===== src/rtl/imm_ext_stage_pkg.sv =====
// Shared encodings for the immediate-extension stage: mode selector values and buffer states.
package imm_ext_stage_pkg;

  localparam int EXT_SEL_BUS = 3;

  typedef enum logic [EXT_SEL_BUS-1:0] {
    UNSIGN_EXT = 3'd0,
    SIGN_EXT   = 3'd1,
    LUI        = 3'd2,
    CONST_4    = 3'd3,
    BRANCH_OFS = 3'd4,
    SHAMT      = 3'd5,
    CONST_8    = 3'd6
  } ext_sel_e;

  typedef enum logic [1:0] {
    EMPTY = 2'd0,
    ONE   = 2'd1,
    FULL  = 2'd2
  } state_e;

endpackage


===== src/rtl/imm_ext_stage_if.sv =====
// ID->stage->EX token bus. slave = the stage itself, master = the surrounding ID/EX logic.
interface imm_ext_stage_if #(
  parameter int DATA_WIDTH = 32,
  parameter int IMM_WIDTH  = 16,
  parameter int SEL_WIDTH  = 3,
  parameter int TAG_WIDTH  = 8
);
  logic                  in_valid;
  logic                  in_ready;
  logic [IMM_WIDTH-1:0]  in_imm;
  logic [SEL_WIDTH-1:0]  in_sel;
  logic [TAG_WIDTH-1:0]  in_tag;
  logic                  out_valid;
  logic                  out_ready;
  logic [DATA_WIDTH-1:0] out_imm;
  logic [TAG_WIDTH-1:0]  out_tag;
  logic                  out_bad_sel;

  modport slave (
    input  in_valid, in_imm, in_sel, in_tag, out_ready,
    output in_ready, out_valid, out_imm, out_tag, out_bad_sel
  );

  modport master (
    output in_valid, in_imm, in_sel, in_tag, out_ready,
    input  in_ready, out_valid, out_imm, out_tag, out_bad_sel
  );
endinterface


===== src/rtl/imm_ext_core.sv =====
// Combinational immediate extender; zero latency, no flow control.
module imm_ext_core
  import imm_ext_stage_pkg::*;
#(
  parameter int DATA_WIDTH  = 32,
  parameter int IMM_WIDTH   = 16,
  parameter int SEL_WIDTH   = EXT_SEL_BUS,
  parameter int SHAMT_LSB   = 6,
  parameter int SHAMT_WIDTH = 5
) (
  input  logic [IMM_WIDTH-1:0]  imm,
  input  logic [SEL_WIDTH-1:0]  sel,
  output logic [DATA_WIDTH-1:0] result,
  output logic                  bad_sel
);

  logic [DATA_WIDTH-1:0] sext;
  assign sext = {{(DATA_WIDTH-IMM_WIDTH){imm[IMM_WIDTH-1]}}, imm};

  always_comb begin
    result  = '0;
    bad_sel = 1'b0;
    case (sel)
      SEL_WIDTH'(UNSIGN_EXT): result = DATA_WIDTH'(imm);
      SEL_WIDTH'(SIGN_EXT):   result = sext;
      SEL_WIDTH'(LUI):        result = {imm, {(DATA_WIDTH-IMM_WIDTH){1'b0}}};
      SEL_WIDTH'(CONST_4):    result = DATA_WIDTH'(4);
      // Upper bits of the shifted offset fall off the top of the operand.
      SEL_WIDTH'(BRANCH_OFS): result = sext << 2;
      SEL_WIDTH'(SHAMT):      result = DATA_WIDTH'(imm[SHAMT_LSB +: SHAMT_WIDTH]);
      SEL_WIDTH'(CONST_8):    result = DATA_WIDTH'(8);
      default:                bad_sel = 1'b1;
    endcase
  end

endmodule


===== src/rtl/imm_ext_stage.sv =====
// Registered immediate extender with 2-entry skid buffer: 1-cycle latency, full throughput.
// in_ready depends only on registered state, so EX stalls never lose a token; flush empties it.
module imm_ext_stage
  import imm_ext_stage_pkg::*;
#(
  parameter int DATA_WIDTH  = 32,
  parameter int IMM_WIDTH   = 16,
  parameter int SEL_WIDTH   = EXT_SEL_BUS,
  parameter int SHAMT_LSB   = 6,
  parameter int SHAMT_WIDTH = 5,
  parameter int TAG_WIDTH   = 8
) (
  input  logic           clk,
  input  logic           reset,
  input  logic           flush,
  imm_ext_stage_if.slave bus
);

  typedef struct packed {
    logic [DATA_WIDTH-1:0] imm;
    logic [TAG_WIDTH-1:0]  tag;
    logic                  bad_sel;
  } entry_t;

  state_e state_q, state_d;
  entry_t main_q, main_d, skid_q, skid_d, new_entry;
  logic   accept, drain;

  imm_ext_core #(
    .DATA_WIDTH (DATA_WIDTH),
    .IMM_WIDTH  (IMM_WIDTH),
    .SEL_WIDTH  (SEL_WIDTH),
    .SHAMT_LSB  (SHAMT_LSB),
    .SHAMT_WIDTH(SHAMT_WIDTH)
  ) u_core (
    .imm    (bus.in_imm),
    .sel    (bus.in_sel),
    .result (new_entry.imm),
    .bad_sel(new_entry.bad_sel)
  );
  assign new_entry.tag = bus.in_tag;

  assign bus.in_ready    = (state_q != FULL);
  assign bus.out_valid   = (state_q != EMPTY);
  assign bus.out_imm     = main_q.imm;
  assign bus.out_tag     = main_q.tag;
  assign bus.out_bad_sel = main_q.bad_sel;

  assign accept = bus.in_valid & bus.in_ready;
  assign drain  = bus.out_valid & bus.out_ready;

  always_comb begin
    state_d = state_q;
    main_d  = main_q;
    skid_d  = skid_q;
    case (state_q)
      EMPTY: if (accept) begin
        main_d  = new_entry;
        state_d = ONE;
      end
      ONE: begin
        if (accept && drain) begin
          main_d = new_entry;
        end else if (accept) begin
          skid_d  = new_entry;
          state_d = FULL;
        end else if (drain) begin
          state_d = EMPTY;
        end
      end
      FULL: if (drain) begin
        main_d  = skid_q;
        state_d = ONE;
      end
      default: state_d = EMPTY;
    endcase
    // Flush overrides any same-cycle accept or drain; stale data is left in place.
    if (flush) state_d = EMPTY;
  end

  always_ff @(posedge clk) begin
    if (reset) begin
      state_q <= EMPTY;
      main_q  <= '0;
      skid_q  <= '0;
    end else begin
      state_q <= state_d;
      main_q  <= main_d;
      skid_q  <= skid_d;
    end
  end

endmodule


===== src/flat_wrapper.sv =====
// flat-port wrapper written by rule: the top's interface ports become plain ports
module imm_ext_stage_flat import imm_ext_stage_pkg::*;
#(
  parameter int DATA_WIDTH  = 32,
  parameter int IMM_WIDTH   = 16,
  parameter int SEL_WIDTH   = EXT_SEL_BUS,
  parameter int SHAMT_LSB   = 6,
  parameter int SHAMT_WIDTH = 5,
  parameter int TAG_WIDTH   = 8
)
  (clk, reset, flush, bus_in_valid, bus_in_imm, bus_in_sel, bus_in_tag, bus_out_ready, bus_in_ready, bus_out_valid, bus_out_imm, bus_out_tag, bus_out_bad_sel);
  imm_ext_stage_if #(.DATA_WIDTH(DATA_WIDTH), .IMM_WIDTH(IMM_WIDTH), .SEL_WIDTH(SEL_WIDTH), .TAG_WIDTH(TAG_WIDTH)) bus_i ();
  input  logic clk;
  input  logic reset;
  input  logic flush;
  input wire logic [$bits(bus_i.in_valid)-1:0] bus_in_valid;
  input wire logic [$bits(bus_i.in_imm)-1:0] bus_in_imm;
  input wire logic [$bits(bus_i.in_sel)-1:0] bus_in_sel;
  input wire logic [$bits(bus_i.in_tag)-1:0] bus_in_tag;
  input wire logic [$bits(bus_i.out_ready)-1:0] bus_out_ready;
  output wire logic [$bits(bus_i.in_ready)-1:0] bus_in_ready;
  output wire logic [$bits(bus_i.out_valid)-1:0] bus_out_valid;
  output wire logic [$bits(bus_i.out_imm)-1:0] bus_out_imm;
  output wire logic [$bits(bus_i.out_tag)-1:0] bus_out_tag;
  output wire logic [$bits(bus_i.out_bad_sel)-1:0] bus_out_bad_sel;
  assign bus_i.in_valid = bus_in_valid;
  assign bus_i.in_imm = bus_in_imm;
  assign bus_i.in_sel = bus_in_sel;
  assign bus_i.in_tag = bus_in_tag;
  assign bus_i.out_ready = bus_out_ready;
  assign bus_in_ready = bus_i.in_ready;
  assign bus_out_valid = bus_i.out_valid;
  assign bus_out_imm = bus_i.out_imm;
  assign bus_out_tag = bus_i.out_tag;
  assign bus_out_bad_sel = bus_i.out_bad_sel;
  imm_ext_stage #(.DATA_WIDTH(DATA_WIDTH), .IMM_WIDTH(IMM_WIDTH), .SEL_WIDTH(SEL_WIDTH), .SHAMT_LSB(SHAMT_LSB), .SHAMT_WIDTH(SHAMT_WIDTH), .TAG_WIDTH(TAG_WIDTH)) u_core (.clk(clk), .reset(reset), .flush(flush), .bus(bus_i));
endmodule

===== config.mk =====
export PLATFORM = sky130hd
export DESIGN_NAME = imm_ext_stage_flat
export DESIGN_NICKNAME = d
export VERILOG_FILES = /design/src/rtl/imm_ext_stage_pkg.sv /design/src/rtl/imm_ext_stage_if.sv /design/src/rtl/imm_ext_core.sv /design/src/rtl/imm_ext_stage.sv /design/src/flat_wrapper.sv
export SDC_FILE = /design/constraint.sdc
export NUM_CORES = 1
export LEC_CHECK = 0
export CAP_MARGIN = 25
export CORE_ASPECT_RATIO = 0.6
export CORE_UTILIZATION = 43
export CTS_CLUSTER_SIZE = 25
export DETAILED_ROUTE_END_ITERATION = 8
export PLACE_DENSITY = 0.68
export SYNTH_ARGS = -nofsm -noshare
export SYNTH_HDL_FRONTEND = slang
export SYNTH_SLANG_ARGS = --single-unit

===== constraint.sdc =====
create_clock -name clk -period 2.2 [get_ports clk]
set_clock_uncertainty 0.2 [all_clocks]
set_input_delay 0.66 -clock clk [delete_from_list [all_inputs] [get_ports clk]]
set_output_delay 0.66 -clock clk [all_outputs]
set_load 0.02 [all_outputs]

==> metrics, run 1 <==
Cell Area, Synth between 3000 and 4000 µm²; synth top area cells dfxtp_1 43%, nand2_1 11%, a21oi_1 5.9%; slowest stage delay, CP a little over 0.6 ns; Max Buffers Root-to-Sink 2; grt ovf 0; Cells after Synth ~480; CP Cell Sequence clkdlybuf4s50_1; worst min path class reg -> reg; CTS Hold Bufs 0; worst relative slew slack 0.615; ys flop type dfxtp_1; Ant. Diodes 0; worst-margin pin slew ~0.58 ns; Crit-path slowest cell clkdlybuf4s50_1; initial antenna violation count 0; leakage power 0.00213 µW; reg2reg start u_core.state_q[0]$_SDFFE_PP0P_; hold slack 0.251 ns; Final period util 0.983; Final HPWL DP slightly below 8000 µm; syn_nets 508; crit path max fanout 2; FF-to-FF setup slack 0.21 ns; HP Start u_core.bus.out_imm[29]$_SDFFE_PP0P_; WL final roughly 11,000 µm; die area ~9400 µm²; htree depth 3; final setup fails 0; max-slew violations 0; register area share after synthesis 0.434; Pre-antenna DRT Iters 6; CTS root buffer clkbuf_16; Core Util, Final 0.633; kind of start point of the critical path register; largest net degree at the start of global routing 56; CTS Sinks 84; most instantiated cells after synthesis 112 x nand2_1, 84 x dfxtp_1, 47 x nor2_1, 46 x a21oi_1, 18 x nor3_1; syn avg cell area between 8 and 9 µm²; share of the synthesized area in the top cell type 0.434; Power Dens Cells 702 nW/µm²; P_sw a little over 900 µW; drt initial violations ~290; most common cell in the netlist nand2_1; post-route ant nets 0; Tmin final around 2.2 ns; reg2reg path depth 7; post-synth top area cell dfxtp_1; # fillers between 700 and 800; Core Region about 8600 µm²; wire length per cell 16.4 µm; peak supply drop ~500 µV; # IOs between 70 and 80; EDFF count, synth 0; Final GP Congestion slightly below 0.9; Gate power share 0.162; share of cells above drive strength 1 0.156; Final Power approximately 3800 µW; R2R Path End u_core.bus.out_imm[21]$_SDFFE_PP0P_; Setup WS pre-CTS -0.469 ns; Port Buffer Count 74; TritonCTS clock tree yes; CP Class reg -> out; TritonCTS Buffers 9; vias in the first global route between 3,000 and 4,000; postcts setup bufs 0; setup ws final around 0.038 ns; Async S/R FF share, synth 0; Final Hold Fails 0; outcome completed; Syn. warnings 0; clock power share 0.416; Synth Register Bits 84; WHS Path Cells 1; GRT Total Usage 0.243; Reg clk slew, reported paths 0.06 ns; clock latency on the worst-skew pair between 0.3 and 0.4 ns; CP top delay family buffers and inverters; Fmax ~460 MHz; RSZ-0062 raised after global routing no; Layout area overhead 40.7%; Crit path required time between 1 and 1.5 ns; CP arrival around 1.3 ns; max_cap viols 0; Initial Util 0.450; post-synth cell types 47; drt via density ~5.7; first-pass GRT wire length approximately 18,000 µm; DRC viols 0; Die H between 70 and 80 µm; placed cells about 670; WHS Endpoint u_core.bus.out_imm[29]$_SDFFE_PP0P_; Chip Width 125 µm; sw frac 0.243; crit end category output pin; Cell Int Power roughly 2900 µW; number of buffers and inverters on the critical path 1; final net count between 600 and 700; Core Rows 26; sequential share of power 0.422; via count about 4,000; final std cells w/o fill 688
power by group through the flow:
stage / logic (µW) / clock network [µW] / registers, µW
CTS: 606 / 1620 / 1620
detailed placement: 601 / 0 / 1650
floorplan: 245 / 0 / 1700
global placement: 594 / 0 / 1650
finish: 621 / 1590 / 1620
global route: 666 / 1660 / 1620
routing by layer:
metal | vias up | share of wire | track usage | wire (µm)
met5 | - | 0 | 0 | 0
met4 | 0 | 0.012 | 0.0817 | 140
met3 | 16 | 0.072 | 0.0618 | 810
met2 | 163 | 0.44 | 0.395 | 5000
met1 | 1838 | 0.47 | 0.322 | 5360
li1 | 1872 | - | - | -
cell usage in the layout (no fill, tap or decap), types with 11 or more instances in the layout:
master,n
a21oi_1,46
dfxtp_1,84
a21o_1,14
nand2_1,112
nor3_1,18
a211oi_1,13
nor3b_1,16
clkdlybuf4s50_1,66
nor2_1,47
buf_4,41
buf_12,11
cell type report:
class                   instances  area [µm²]  share of cell area
clock buffers                  12         246              0.0452
flip-flops and latches         84        1680               0.308
repair buffers                128        1300               0.239
inverters                       3        11.3             0.00206
clock inverters                 2        60.1              0.0110
well taps                     112         140              0.0257
multi-input cells             347        2010               0.369
repair_timing:
action	4_1_cts	5_1_grt
gates cloned	0	1
gates resized for setup	5	10
endpoints found under the setup margin	19	36
pin swaps	0	2
registers in the layout (all words and copies together) (netlist names):
name	cells
u_core.bus.out_bad_sel	1
u_core.bus.out_imm	32
u_core.bus.out_tag	8
u_core.skid_q	41
u_core.state_q	2
worst max-delay path by stage:
stage,start,cells past startpoint,endpoint,slack [ns]
6_report,u_core.bus.out_imm[31]$_SDFFE_PP0P_,1,bus_out_imm[31],0.04
5_1_grt,u_core.bus.out_imm[28]$_SDFFE_PP0P_,1,bus_out_imm[28],0.0002
4_1_cts,u_core.bus.out_tag[7]$_SDFFE_PP0P_,1,bus_out_tag[7],0.0009
3_5_place_dp,bus_in_sel[0],5,u_core.skid_q[37]$_SDFFE_PP0P_,-0.47
3_3_place_gp,bus_in_sel[0],5,u_core.skid_q[31]$_SDFFE_PP0P_,-0.34
2_1_floorplan,bus_in_valid,6,u_core.bus.out_imm[28]$_SDFFE_PP0P_,0.23
per-stage QoR:
step	cell area [µm²]	setup TNS, ns
after detailed placement	5090	-22.21
after global placement	5090	-19.38
after global routing	5450	0
final	5450	0
after floorplan	3880	0
after CTS	5400	0
logic make-up after synthesis:
family / synth area share
compound gates: 0.237
xor+xnor: 0.00226
buf+inv: 0.0539
flops: 0.434
mux: 0.00516
simple gates: 0.268
worst reg2reg max path, delay by kind of cell, from the launching register on:
family                 cells  cell delay, ns
flip-flops                 1            0.33
buffers and inverters      3            0.61
AO/OA/AOI/OAI              3            0.54
AND/OR/NAND/NOR            1            0.22
Power figures use the tool's default switching activity.
==> run 2: changes to the inputs <==
--- a/config.mk
+++ b/config.mk
@@ -10,7 +10,9 @@
 export CORE_UTILIZATION = 43
 export CTS_CLUSTER_SIZE = 25
 export DETAILED_ROUTE_END_ITERATION = 8
+export HOLD_SLACK_MARGIN = 0.03
 export PLACE_DENSITY = 0.68
+export SKIP_CTS_REPAIR_TIMING = 1
 export SYNTH_ARGS = -nofsm -noshare
 export SYNTH_HDL_FRONTEND = slang
 export SYNTH_SLANG_ARGS = --single-unit
==> metrics, run 2 (synthesis results as in run 1) <==
TritonCTS clock tree yes; DRC viols 0; Reg clk slew, reported paths approximately 0.060 ns; crit path max fanout 2; outcome completed; Port Buffer Count 74; Tmin final 2.16 ns; Largest register FFs 41; CP Class reg -> out; Chip Width around 120 µm; Crit path required time around 1.3 ns; max_cap viols 0; vias in the first global route around 3,500; # IOs 75; Core Region 8620 µm²; largest net degree at the start of global routing 56; Final Hold Fails 0; Gate power share 0.162; peak supply drop 496 µV; # fillers roughly 730; worst-margin pin slew between 0.5 and 0.6 ns; TritonCTS Buffers 9; crit end category output pin; die area around 9400 µm²; Power Dens Cells ~700 nW/µm²; CTS Sinks 84; P_sw about 930 µW; max-slew violations 0; first-pass GRT wire length 17,700 µm; Max Buffers Root-to-Sink 2; CP top delay family buffers and inverters; area occupied by multi-input gates 2000 µm²; CP arrival between 1 and 1.5 ns; Die H between 70 and 80 µm; initial antenna violation count 0; final setup fails 0; hold slack 0.251 ns; worst relative slew slack 0.616; WL final between 10,000 and 15,000 µm; sw frac 0.244; final net count about 600; number of buffers and inverters on the critical path 1; Cell Int Power 2900 µW; drt initial violations between 200 and 300; post-route ant nets 0; Pre-antenna DRT Iters 5; register area roughly 1700 µm²; via count 3,851; Layout area overhead 40.8%; slowest stage delay, CP between 0.6 and 0.7 ns; Final GP Congestion 0.886; Final HPWL DP slightly below 8000 µm; Ant. Diodes 0; Core Util, Final 0.633; kind of start point of the critical path register; share of cells above drive strength 1 0.151; sequential share of power 0.422; clock power share 0.416; GRT Total Usage 0.243; leakage power approximately 0.0021 µW; htree depth 3; leading cell type in the layout, fill and taps excluded nand2_1; Final period util 0.984; Core Rows 26; grt ovf 0; Crit-path slowest cell clkdlybuf4s50_1; drt via density ~5.6; CP Cell Sequence clkdlybuf4s50_1; register name with the most flops u_core.skid_q; CTS root buffer clkbuf_16; wire length per cell between 15 and 20 µm; clock latency on the worst-skew pair roughly 0.34 ns; worst min path class reg -> reg; Fmax approximately 460 MHz; commonest cells after routing, fill and taps aside 112 x nand2_1, 84 x dfxtp_1, 66 x clkdlybuf4s50_1; RSZ-0062 raised after global routing no; Initial Util 0.450
## run 2: cell type report
type / instances / share of cell area
multi-input combinational: 347 / 0.367
sequential: 84 / 0.308
timing repair buffer: 128 / 0.241
clock buffer: 12 / 0.0452
tap: 112 / 0.0257
clock inverter: 2 / 0.0110
inverter: 3 / 0.00206
## run 2: final timing paths
| check | start | endpoint | slack, ns | depth (start not counted) |
|---|---|---|---|---|
| max | u_core.bus.out_imm[16]$_SDFFE_PP0P_ | bus_out_imm[16] | 0.04 | 1 |
| min reg2reg | u_core.bus.out_imm[29]$_SDFFE_PP0P_ | u_core.bus.out_imm[29]$_SDFFE_PP0P_ | 0.25 | 1 |
| max reg2reg | u_core.state_q[0]$_SDFFE_PP0P_ | u_core.bus.out_imm[20]$_SDFFE_PP0P_ | 0.21 | 7 |
| min | u_core.bus.out_imm[29]$_SDFFE_PP0P_ | u_core.bus.out_imm[29]$_SDFFE_PP0P_ | 0.25 | 1 |
## run 2: per-layer routing
| layer | up-vias | global-route usage | part of all wire |
|---|---|---|---|
| met5 | - | 0 | 0 |
| met4 | 0 | 0.0817 | 0.012 |
| met3 | 14 | 0.0618 | 0.062 |
| met2 | 127 | 0.395 | 0.44 |
| met1 | 1843 | 0.322 | 0.48 |
| li1 | 1867 | - | - |
## run 2: power groups by stage
stage	Sequential [µW]	Combinational (µW)	Clock (µW)
after global placement	1650	594	0
after CTS	1620	606	1620
after detailed placement	1650	601	0
final	1620	620	1590
after global routing	1620	664	1660
after floorplan	1700	245	0
## run 2: through the flow
| stage | std cells | setup slack (ns) | cell area [µm²] | power [µW] | TNS (ns) |
|---|---|---|---|---|---|
| finish | 688 | 0.0352 | 5460 | 3830 | 0 |
| global route | 688 | 0.000184 | 5460 | 3950 | 0 |
| CTS | 687 | -0.250 | 5400 | 3840 | -1.39 |
| floorplan | 476 | 0.233 | 3880 | 1950 | 0 |
| detailed placement | 673 | -0.469 | 5090 | 2250 | -22.21 |
| global placement | 673 | -0.336 | 5090 | 2240 | -19.38 |
==> run 3: changes to the inputs <==
--- a/config.mk
+++ b/config.mk
@@ -10,6 +10,7 @@
 export CORE_UTILIZATION = 43
 export CTS_CLUSTER_SIZE = 25
 export DETAILED_ROUTE_END_ITERATION = 8
+export GPL_ROUTABILITY_DRIVEN = 0
 export HOLD_SLACK_MARGIN = 0.03
 export PLACE_DENSITY = 0.68
 export SKIP_CTS_REPAIR_TIMING = 1
==> results of run 3 <==
Same layout as run 2: the final DEF is identical, and so are final timing and power.
